### src/rtl/neo_sndcmd.sv
// neo_sndcmd: 68k<->Z80 sound command mailbox with strobe synchronisers and NMI generation.
// Define SNDCMD_FIFO_EN to replace the single command latch with a FIFO_DEPTH-entry queue.
module neo_sndcmd #(
   parameter int SYNC_STAGES = 2,
   parameter int FIFO_DEPTH  = 4
) (
   input  logic       CLK_24M,
   input  logic       nRESET,
   input  logic [7:0] M68K_DATA_HI,
   input  logic       nSDW,
   input  logic       nSDR68,
   input  logic [7:0] SDD_IN,
   input  logic       nSDZ80R,
   input  logic       nSDZ80W,
   input  logic       nSDZ80CLR,
   input  logic       nNMIEN_W,
   input  logic       nNMIDIS_W,
   output logic [7:0] SDD_OUT,
   output logic       SDD_OE,
   output logic [7:0] M68K_REPLY,
   output logic       nZ80NMI,
   output logic       CMD_PENDING,
   output logic       REPLY_VALID,
   output logic       OVERRUN
);

   if (SYNC_STAGES < 2 || SYNC_STAGES > 3) begin : g_bad_sync
      $error("neo_sndcmd: SYNC_STAGES must be 2 or 3");
   end
   if (FIFO_DEPTH < 2 || FIFO_DEPTH > 8 || (FIFO_DEPTH & (FIFO_DEPTH - 1)) != 0) begin : g_bad_depth
      $error("neo_sndcmd: FIFO_DEPTH must be a power of two in 2..8");
   end

   localparam int NS = 6;
   // nSDR68 is the only strobe that acts on its deassertion edge
   localparam logic [NS-1:0] RISE_MASK = 6'b000010;

   logic [NS-1:0] strb_raw, strb_s, arm_q, ev;
   logic [NS-1:0] strb_q [SYNC_STAGES];
   logic [7:0]    dhi_q  [SYNC_STAGES];
   logic [7:0]    dz_q   [SYNC_STAGES];
   logic [SYNC_STAGES-1:0] fill_q;
   logic          wr_ev, rd_ev, rpl_ev, clr_ev, en_ev, dis_ev;
   logic [7:0]    dhi_s, dz_s;

   assign strb_raw = {nNMIDIS_W, nNMIEN_W, nSDZ80CLR, nSDZ80W, nSDR68, nSDW};
   assign strb_s   = strb_q[SYNC_STAGES-1];
   assign dhi_s    = dhi_q[SYNC_STAGES-1];
   assign dz_s     = dz_q[SYNC_STAGES-1];

   // arm_q only fills once the chain holds real pin samples, so a strobe held
   // through reset release must be seen idle before it can produce an event.
   always_ff @(posedge CLK_24M) begin
      if (!nRESET) begin
         for (int i = 0; i < SYNC_STAGES; i++) strb_q[i] <= '1;
         fill_q <= '0;
         arm_q  <= '0;
      end else begin
         strb_q[0] <= strb_raw;
         for (int i = 1; i < SYNC_STAGES; i++) strb_q[i] <= strb_q[i-1];
         fill_q <= {fill_q[SYNC_STAGES-2:0], 1'b1};
         arm_q  <= fill_q[SYNC_STAGES-1] ? (strb_s ^ RISE_MASK) : '0;
      end
   end

   always_ff @(posedge CLK_24M) begin
      dhi_q[0] <= M68K_DATA_HI;
      dz_q[0]  <= SDD_IN;
      for (int i = 1; i < SYNC_STAGES; i++) begin
         dhi_q[i] <= dhi_q[i-1];
         dz_q[i]  <= dz_q[i-1];
      end
   end

   assign ev     = arm_q & ~(strb_s ^ RISE_MASK);
   assign wr_ev  = ev[0];
   assign rd_ev  = ev[1];
   assign rpl_ev = ev[2];
   assign clr_ev = ev[3];
   assign en_ev  = ev[4];
   assign dis_ev = ev[5];

   logic [7:0] rep_q, rep_d;
   logic       rv_q, rv_d, en_q, en_d, ovr_q, ovr_d, nmi_n_q, pend;

`ifdef SNDCMD_FIFO_EN
   localparam int PW = $clog2(FIFO_DEPTH);
   logic [7:0]  fifo_q [FIFO_DEPTH];
   logic [PW-1:0] rdp_q, rdp_d, wrp_q, wrp_d;
   logic [PW:0] cnt_q, cnt_d;
   logic        full, empty, push, pop;

   assign full  = (cnt_q == (PW+1)'(FIFO_DEPTH));
   assign empty = (cnt_q == '0);
   assign pop   = clr_ev & ~empty;
   assign push  = wr_ev & (~full | pop);
   assign pend  = ~empty;
   assign SDD_OUT = empty ? 8'h00 : fifo_q[rdp_q];

   always_ff @(posedge CLK_24M) begin
      if (push) fifo_q[wrp_q] <= dhi_s;
   end
`else
   logic [7:0] cmd_q, cmd_d;
   logic       pend_q, pend_d;

   assign pend    = pend_q;
   assign SDD_OUT = cmd_q;
`endif

   always_comb begin
      rep_d = rep_q;
      rv_d  = rv_q;
      en_d  = en_q;
      ovr_d = ovr_q;
      if (rpl_ev)      begin rep_d = dz_s; rv_d = 1'b1; end
      else if (rd_ev)  rv_d = 1'b0;
      if (dis_ev)      en_d = 1'b0;
      else if (en_ev)  en_d = 1'b1;
`ifdef SNDCMD_FIFO_EN
      rdp_d = rdp_q + PW'(pop);
      wrp_d = wrp_q + PW'(push);
      cnt_d = cnt_q + (PW+1)'(push) - (PW+1)'(pop);
      if (wr_ev && !push) ovr_d = 1'b1;
`else
      cmd_d  = cmd_q;
      pend_d = pend_q;
      if (wr_ev) begin
         cmd_d  = dhi_s;
         pend_d = 1'b1;
         if (pend_q) ovr_d = 1'b1;
      end else if (clr_ev) begin
         pend_d = 1'b0;
      end
`endif
   end

   always_ff @(posedge CLK_24M) begin
      if (!nRESET) begin
         rep_q   <= 8'h00;
         rv_q    <= 1'b0;
         en_q    <= 1'b0;
         ovr_q   <= 1'b0;
         nmi_n_q <= 1'b1;
`ifdef SNDCMD_FIFO_EN
         rdp_q   <= '0;
         wrp_q   <= '0;
         cnt_q   <= '0;
`else
         cmd_q   <= 8'h00;
         pend_q  <= 1'b0;
`endif
      end else begin
         rep_q   <= rep_d;
         rv_q    <= rv_d;
         en_q    <= en_d;
         ovr_q   <= ovr_d;
         nmi_n_q <= ~(en_q & pend);
`ifdef SNDCMD_FIFO_EN
         rdp_q   <= rdp_d;
         wrp_q   <= wrp_d;
         cnt_q   <= cnt_d;
`else
         cmd_q   <= cmd_d;
         pend_q  <= pend_d;
`endif
      end
   end

   assign SDD_OE      = ~nSDZ80R & nRESET;
   assign M68K_REPLY  = rep_q;
   assign nZ80NMI     = nmi_n_q;
   assign CMD_PENDING = pend;
   assign REPLY_VALID = rv_q;
   assign OVERRUN     = ovr_q;

endmodule

### config.mk
export PLATFORM = sky130hd
export DESIGN_NAME = neo_sndcmd
export DESIGN_NICKNAME = d
export VERILOG_FILES = /design/src/rtl/neo_sndcmd.sv
export SDC_FILE = /design/constraint.sdc
export NUM_CORES = 1
export LEC_CHECK = 0
export BUFFER_PORTS_ARGS = -buffer_cell sky130_fd_sc_hd__buf_2
export CORE_MARGIN = 2
export CORE_UTILIZATION = 46
export CTS_CLUSTER_SIZE = 40
export DETAILED_ROUTE_END_ITERATION = 8
export PLACE_DENSITY = 0.74
export SYNTH_ARGS = -nofsm -noshare
export SYNTH_HDL_FRONTEND = slang
export SYNTH_SLANG_ARGS = --single-unit
### constraint.sdc
create_clock -name CLK_24M -period 1.19 [get_ports CLK_24M]
set_input_delay 0.357 -clock CLK_24M [delete_from_list [all_inputs] [get_ports CLK_24M]]
set_output_delay 0.357 -clock CLK_24M [all_outputs]
set_load 0.1 [all_outputs]
---- Word-level counts from Yosys, hierarchy flattened ----
Memory sizes are Yosys's and may differ from the RTL's. A register that Yosys moved wholly into a read port is not among the register bits.
Cells that the tools add are included.
storage, ports and cells
  RAM bits ................................ 44
  bits in registers ....................... 13
  word-level logic and storage cells ...... 37
  memories ................................ 3
operators by class
  bitwise logic cells ..................... 10
  reduce and logical (&&, ||, !) cells .... 7
  multiplexer cells ....................... 9
memory list
  memory  depth  width  read ports  clocked after Yosys merged registers in  wr ports  RTL line  RTL
  dhi_q   2      8      2           1                                        2         40        logic [7:0] dhi_q [SYNC_STAGES];
  dz_q    2      8      2           1                                        2         41        logic [7:0] dz_q [SYNC_STAGES];
  strb_q  2      6      2           0                                        2         39        logic [NS-1:0] strb_q [SYNC_STAGES];
operators with widths
  operator            number
  $mux W6             2
  $mux W1             7
  $and A6 B6 Y6       1
  $not A6 Y6          1
  $not A1 Y1          4
  $reduce_and A2 Y1   2
  $reduce_bool A2 Y1  2
  $and A1 B1 Y1       2
  $logic_not A1 Y1    2
  $or A1 B1 Y1        2
  $reduce_or A2 Y1    1

---- Logic depth before layout (Yosys ltp) ----
Gate-level depths: netlist (run 1).
An unclocked memory read counts as a cell.
  depth in word-level cells ............... 6
  depth in mapped cells ................... 4

---- Worst setup path before layout (run 1) ----
No wires, ideal clock.
  path kind ............................... input -> output
  start ................................... input port nRESET
  end ..................................... output port SDD_OE
  path slack .............................. -1120 ps
  cell stages on the path ................. 3
  arrival time ............................ 1953 ps
  path through ............................ buf_6 -> buf_6 -> nor2b_1
between the ends
  word-level cells in the longest chain between the ends .. 1
RTL lines
  item           RTL line  RTL
  from (decl)    8         input logic nRESET,
  $and A1 B1 Y1  170       assign SDD_OE = ~nSDZ80R & nRESET;
  to (decl)      19        output logic SDD_OE,
No other way between the ends.

---- Final worst setup path (run 1) ----
  start ................................... register pend_q, in the netlist CMD_PENDING
  end ..................................... output port CMD_PENDING
RTL lines
  item                    RTL line  RTL
  from (decl)             105       logic pend_q, pend_d;
  from (signal assigned)  165       pend_q <= pend_d;
  to (decl)               22        output logic CMD_PENDING,
No word-level cell between the ends.

==> impl_metrics.tcl, run 1 <==
set metrics [dict create \
    drive_above_1_share_pct 41.1 \
    syn_avg_cell_area_sq_um 12.5 \
    cts_buffers 9 \
    relSlewSlack_pct 77.8 \
    vias_per_cell 4.36 \
    wl_per_cell_um 10.7 \
    fin_skew_ps 8.47 \
    critPathTopFamily "flip-flops" \
    cts_tree "yes" \
    synth_seq_cells 73 \
    post-route-util_pct 67.9 \
    worstHoldStart "SDD_IN[3]" \
    syn-instance-count 162 \
    setup_viol 20 \
    finalSetupTns_ps -613 \
    syn2layout_area_growth_pct 44.2 \
    synth_commonest_cells "73 x dfxtp_1, 33 x nand2_1, 16 x mux2i_1" \
    port_buffers 45 \
    power_density_nw_per_um2 1670 \
    switchingPower_uw 999 \
    reg2reg_depth 3 \
    yosysMostFrequentCell "dfxtp_1" \
    cts_htree_levels 3 \
    yosys.cell_types.count 17 \
    hold-path-endpoint "dz_q[0][3]" \
    antenna_found_initial 0 \
    p_sw_share_pct 20.5 \
    critPathBufInv 1 \
    drv_slew 0 \
    insertion_delay_ps 340 \
    die_w_um 70.3 \
    initial_utilization_pct 47.1 \
    p_int_mw 3.87 \
    clk_path_buf_depth 2 \
    cpMaxStageDelayCell "dfxtp_2" \
    leakage_nw 1.22 \
    crit_path_max_incr_delay_ps 360 \
    ir_worst_vdd_mv 1.04 \
    placementRows 24 \
    crit_path_start_kind "flop" \
    ant_nets 0 \
    pwr-share-seq_pct 52.5 \
    grt_first_pass_wirelength_mm 4.89 \
    die_h_um 70.3 \
    synth_area_leaders "dfxtp_1 72%, mux2i_1 7.9%, nand2_1 6.1%, nand2b_1 4.0%, buf_6 2.2%" \
    worst_slack_ps -40.8 \
    fin_crit_sh_pct 103 \
    period_needed_ps 1230 \
    vias 1203 \
    clock_sinks 73 \
    synth-async-reset-ratio_pct 0 \
    crit_path_end_kind "output pin" \
    r2r_slack_ps 140 \
    grt-ovfl-total 0 \
    synthesis.nets 187 \
    synth_edf_count 0 \
    rsz0062_at_grt "true" \
    min_delay_path_depth 1 \
    dieArea_sq_um 4940 \
    diodes 0 \
    worstSetupPathDepth 1 \
    drt_first_pass_iters 2 \
    critPathArrivalTime_ps 870 \
    dr.first_iter.drc_count 54 \
    netlist_area_sq_um 2020 \
    run_status "finished with violations" \
    fillers 310 \
    grt_pass1_vias 1183 \
    violations "negative setup slack" \
    synth_warnings 0 \
    hpwlAfterDp_mm 1.98 \
    layout.nets 244 \
    synth_top_area_cell "dfxtp_1" \
    fmax_ghz 0.812 \
    synth_top_cell_area_share_pct 72.3 \
    tightest_slew_ps 333 \
    root_buffer "clkbuf_8" \
    cts_hold_buf 0 \
    maxCapViolations 0 \
    grt_util_all_layers_pct 13.4 \
    ios 46 \
    holdCritPathClass "in -> reg" \
    yosysSeqAreaShare_pct 72.3 \
    crit_required_ps 830 \
    core-area_sq_um 4290 \
    ys.flop_type "dfxtp_1" \
    clk_pin_slew_worst_paths_ps 80 \
    p_clk_share_pct 43.4 \
    gp_congestion 0.662 \
    rr_endpoint "SDD_OUT[0]" \
    finalHoldViolCount 0 \
    wl_mm 2.95 \
    drc 0 \
    combPwrFrac_pct 4.1 \
    cp_max_fo 3 \
    grt_start_max_net_pins 35 \
    criticalPathCategory "reg -> out" \
    crit_chain "buf_12" \
    reg2reg_from "arm_q[0]" \
]
cell families after synthesis:
kind of cell / count (synthesis) / share of synthesized area, %
multiplexers: 16 / 7.92
buffers and inverters: 9 / 3.65
AND/OR/NAND/NOR: 59 / 14.0
AO/OA/AOI/OAI: 5 / 2.17
flip-flops: 73 / 72.3
cells in the final DEF (no fill, tap or decap), drive strengths merged, types with 2 or more instances in the layout:
cell,count
mux2i,16
clkbuf,10
clkinv,4
dfxtp,73
and3,5
bufinv,2
nor2b,4
nand2b,13
and2,2
a22o,2
buf,54
nand2,33
power by group through the flow:
| stage | combinational [mW] | clock, mW | sequential (mW) |
|---|---|---|---|
| after global placement | 0.196 | 0 | 2.61 |
| after global routing | 0.215 | 2.29 | 2.57 |
| after detailed placement | 0.200 | 0 | 2.62 |
| final | 0.199 | 2.11 | 2.56 |
| after CTS | 0.202 | 2.18 | 2.56 |
| after floorplan | 0.0974 | 0 | 2.64 |
through the flow:
step / area [sq um] / hold slack (ps) / setup slack [ps] / power, mW / std cells
2_1_floorplan: 2070 / 310 / -254 / 2.74 / 162
3_3_place_gp: 2650 / 310 / 19.4 / 2.81 / 256
3_5_place_dp: 2650 / 312 / 23.1 / 2.82 / 256
4_1_cts: 2900 / 94.9 / -67.3 / 4.95 / 275
5_1_grt: 2920 / 91.5 / -87.6 / 5.07 / 276
6_report: 2920 / 116 / -40.8 / 4.87 / 276
worst max-delay path by stage:
stage | startpoint | endpoint
2_1_floorplan | nRESET | SDD_OE
3_3_place_gp | nRESET | SDD_OE
3_5_place_dp | nRESET | SDD_OE
4_1_cts | CMD_PENDING | CMD_PENDING
5_1_grt | M68K_REPLY[6] | M68K_REPLY[6]
6_report | CMD_PENDING | CMD_PENDING
sequential cells by signal, summed over array words and instances (netlist names):
signal / count
OVERRUN: 1
strb_q: 12
CMD_PENDING: 1
en_q: 1
dz_q: 16
REPLY_VALID: 1
arm_q: 6
fill_q: 2
nZ80NMI: 1
M68K_REPLY: 8
dhi_q: 16
SDD_OUT: 8
per-layer routing:
metal / share of wire, % / vias up / track usage (%)
met2: 47 / 37 / 20.1
met5: 0 / - / 0
li1: - / 632 / -
met4: 2.1 / 0 / 10.3
met3: 6.2 / 7 / 6.06
met1: 45 / 527 / 14.7
layout make-up:
| class | count | area [sq um] | share of cell area (%) |
|---|---|---|---|
| flip-flops and latches | 73 | 1490 | 51.1 |
| repair buffers | 54 | 636 | 21.8 |
| multi-input cells | 80 | 494 | 16.9 |
| clock buffers | 10 | 138 | 4.72 |
| clock inverters | 6 | 91.3 | 3.13 |
| well taps | 52 | 65.1 | 2.23 |
| inverters | 1 | 3.75 | 0.129 |
repair_timing:
| item | in CTS | in global routing |
|---|---|---|
| gates resized for setup | 0 | 2 |
| setup endpoints to repair | 20 | 21 |
| setup buffers | 3 | 1 |
| pin swaps | 0 | 0 |
No activity file was read; power rests on OpenSTA's default activity.
==> inputs of run 2 (changes only) <==
- ABC_AREA: unset -> 1
- CORE_ASPECT_RATIO: unset -> 1.75
==> run 2 against run 1 <==
Net effect: the flow still finishes with violations (negative setup slack); combinational power grew 28%; final area grew 1.2%; flip-flop and latch count is the same; worst hold slack lost 2.3 ps; fmax shrank 0.24%; synthesized area grew 1.3%; die area grew 1.6%; largest cell class unchanged; highest routed layer unchanged.
==> impl_metrics.tcl, run 2 <==
set metrics [dict create \
    wl_mm 3.31 \
    clk_pin_slew_worst_paths_ps 70 \
    syn_avg_cell_area_sq_um 9.89 \
    r2r_slack_ps 280 \
    maxCapViolations 0 \
    leakage_nw 1.34 \
    hpwlAfterDp_mm 2.30 \
    drive_above_1_share_pct 36.8 \
    crit_required_ps 830 \
    crit_path_max_incr_delay_ps 370 \
    dr.first_iter.drc_count 12 \
    worstHoldStart "M68K_DATA_HI[5]" \
    rr_endpoint "SDD_OUT[2]" \
    dieArea_sq_um 5020 \
    antenna_found_initial 0 \
    ys.flop_type "dfxtp_1" \
    diodes 0 \
    p_sw_share_pct 21.0 \
    critPathBufInv 1 \
    synth_commonest_cells "73 x dfxtp_1, 41 x nor2_1, 25 x nand2_1" \
    criticalPathCategory "reg -> out" \
    layout_common_cells "53 x dfxtp_1, 40 x nor2_1, 25 x nand2_1" \
    startpoint "CMD_PENDING" \
    yosysMostFrequentCell "dfxtp_1" \
    fin_area_sq_um 2950 \
    grt_first_pass_wirelength_mm 5.60 \
    final_common_cell "dfxtp_1" \
    switchingPower_mw 1.02 \
    finalHoldViolCount 0 \
    period_needed_ps 1230 \
    tightest_slew_ps 232 \
    initial_utilization_pct 46.9 \
    power_density_nw_per_um2 1640 \
    port_buffers 45 \
    grt_pass1_vias 1378 \
    syn-instance-count 207 \
    yosys.cell_types.count 13 \
    fin_crit_sh_pct 104 \
    place_area_sq_um 2700 \
    combPwrFrac_pct 5.3 \
    drt_first_pass_iters 4 \
    drv_slew 0 \
    grt-ovfl-total 0 \
    ios 46 \
    grt_util_all_layers_pct 16.0 \
    synthesis.nets 232 \
    rsz0062_at_grt "true" \
    synth_area_leaders "dfxtp_1 71%, nor2_1 7.5%, nand2_1 4.6%, nand3_1 4.4%, inv_1 4.2%" \
    synth_edf_count 0 \
    run_status "finished with violations" \
    hold-path-endpoint "dhi_q[0][5]" \
    min_delay_path_depth 1 \
    layout.nets 292 \
    synth_seq_cells 73 \
    fin_skew_ps 4.94 \
    vias 1400 \
    violations "negative setup slack" \
    clk_path_buf_depth 2 \
    p_clk_share_pct 41.6 \
    critPathTopFamily "flip-flops" \
    die_h_um 92.3 \
    cts_htree_levels 3 \
    clock_sinks 73 \
    ant_nets 0 \
    grt_start_max_net_pins 24 \
    worst_slack_ps -43.8 \
    whs_ps 114 \
    root_buffer "clkbuf_8" \
    cp_max_fo 2 \
    crit_chain "buf_12" \
    die_w_um 54.4 \
    cpMaxStageDelayCell "dfxtp_4" \
    relSlewSlack_pct 84.5 \
    insertion_delay_ps 340 \
    vias_per_cell 4.33 \
    setup_viol 20 \
    reg_top3 "dhi_q x16, dz_q x16, strb_q x12" \
    ir_worst_vdd_mv 1.06 \
    synth_top_area_cell "dfxtp_1" \
    core-area_sq_um 4360 \
    placementRows 32 \
    synth_warnings 0 \
    netlist_area_sq_um 2050 \
    reg2reg_from "arm_q[0]" \
    synth-async-reset-ratio_pct 0 \
    cts_hold_buf 0 \
    fmax_ghz 0.810 \
    synth_top_cell_area_share_pct 71.4 \
    critPathArrivalTime_ps 880 \
    drc 0 \
    holdCritPathClass "in -> reg" \
    wl_per_cell_um 10.2 \
    syn2layout_area_growth_pct 44.1 \
    yosysSeqAreaShare_pct 71.4 \
    reg2reg_depth 4 \
    pwr-share-seq_pct 53.1 \
    crit_path_start_kind "flop" \
    cts_tree "yes" \
    cts_buffers 9 \
    p_int_mw 3.82 \
    gp_congestion 0.719 \
    crit_path_end_kind "output pin" \
]
run 2: how the worst max path moves through the flow:
stage	slack, ps	cells past startpoint	end
3_5_place_dp	-30	4	SDD_OE
5_1_grt	-60	1	REPLY_VALID
4_1_cts	-60	1	SDD_OUT[7]
3_3_place_gp	-20	4	SDD_OE
2_1_floorplan	-140	3	SDD_OE
6_report	-40	1	CMD_PENDING
run 2: kinds of logic after synthesis:
kind of cell	synth area share [%]
AND/OR/NAND/NOR	21.3
flip-flops	71.3
buffers and inverters	6.41
AO/OA/AOI/OAI	0.977
run 2: what timing repair did:
| action | CTS | global route |
|---|---|---|
| setup buffers | 2 | 3 |
| resized for setup | 2 | 0 |
| setup endpoints to repair | 21 | 20 |
run 2: metrics by stage:
stage | total power [mW] | worst slack, ps | util [%] | TNS (ps) | cells
6_report | 4.84 | -43.8 | 67.6 | -593 | 323
3_5_place_dp | 2.88 | -27.4 | 61.8 | -43.5 | 302
4_1_cts | 4.88 | -55.1 | 67.1 | -872 | 320
2_1_floorplan | 2.77 | -139 | - | -139 | 207
3_3_place_gp | 2.87 | -24.4 | 61.8 | -24.4 | 302
5_1_grt | 5.00 | -59.4 | 67.6 | -1000 | 323
run 2: power groups by stage:
stage / sequential [mW] / combinational, mW / clock (mW)
global route: 2.58 / 0.277 / 2.15
detailed placement: 2.63 / 0.252 / 0
floorplan: 2.67 / 0.107 / 0
global placement: 2.62 / 0.247 / 0
CTS: 2.57 / 0.256 / 2.05
finish: 2.57 / 0.254 / 2.01
run 2: area by class of cell:
| class | instances | area (sq um) |
|---|---|---|
| clock buffer | 11 | 131 |
| multi-input combinational | 102 | 463 |
| fill | 324 | 1410 |
| tap | 51 | 63.8 |
| timing repair buffer | 54 | 611 |
| clock inverter | 5 | 80.1 |
| sequential | 73 | 1490 |
| inverter | 27 | 114 |
run 2: layer usage:
layer | vias up | wire length, um | global-route usage, % | part of all wire, %
li1 | 737 | - | - | -
met1 | 623 | 1270 | 16.1 | 38
met2 | 31 | 1770 | 26.2 | 54
met3 | 9 | 141 | 4.07 | 4.3
met4 | 0 | 123 | 12.5 | 3.7
met5 | - | 0 | 0 | 0
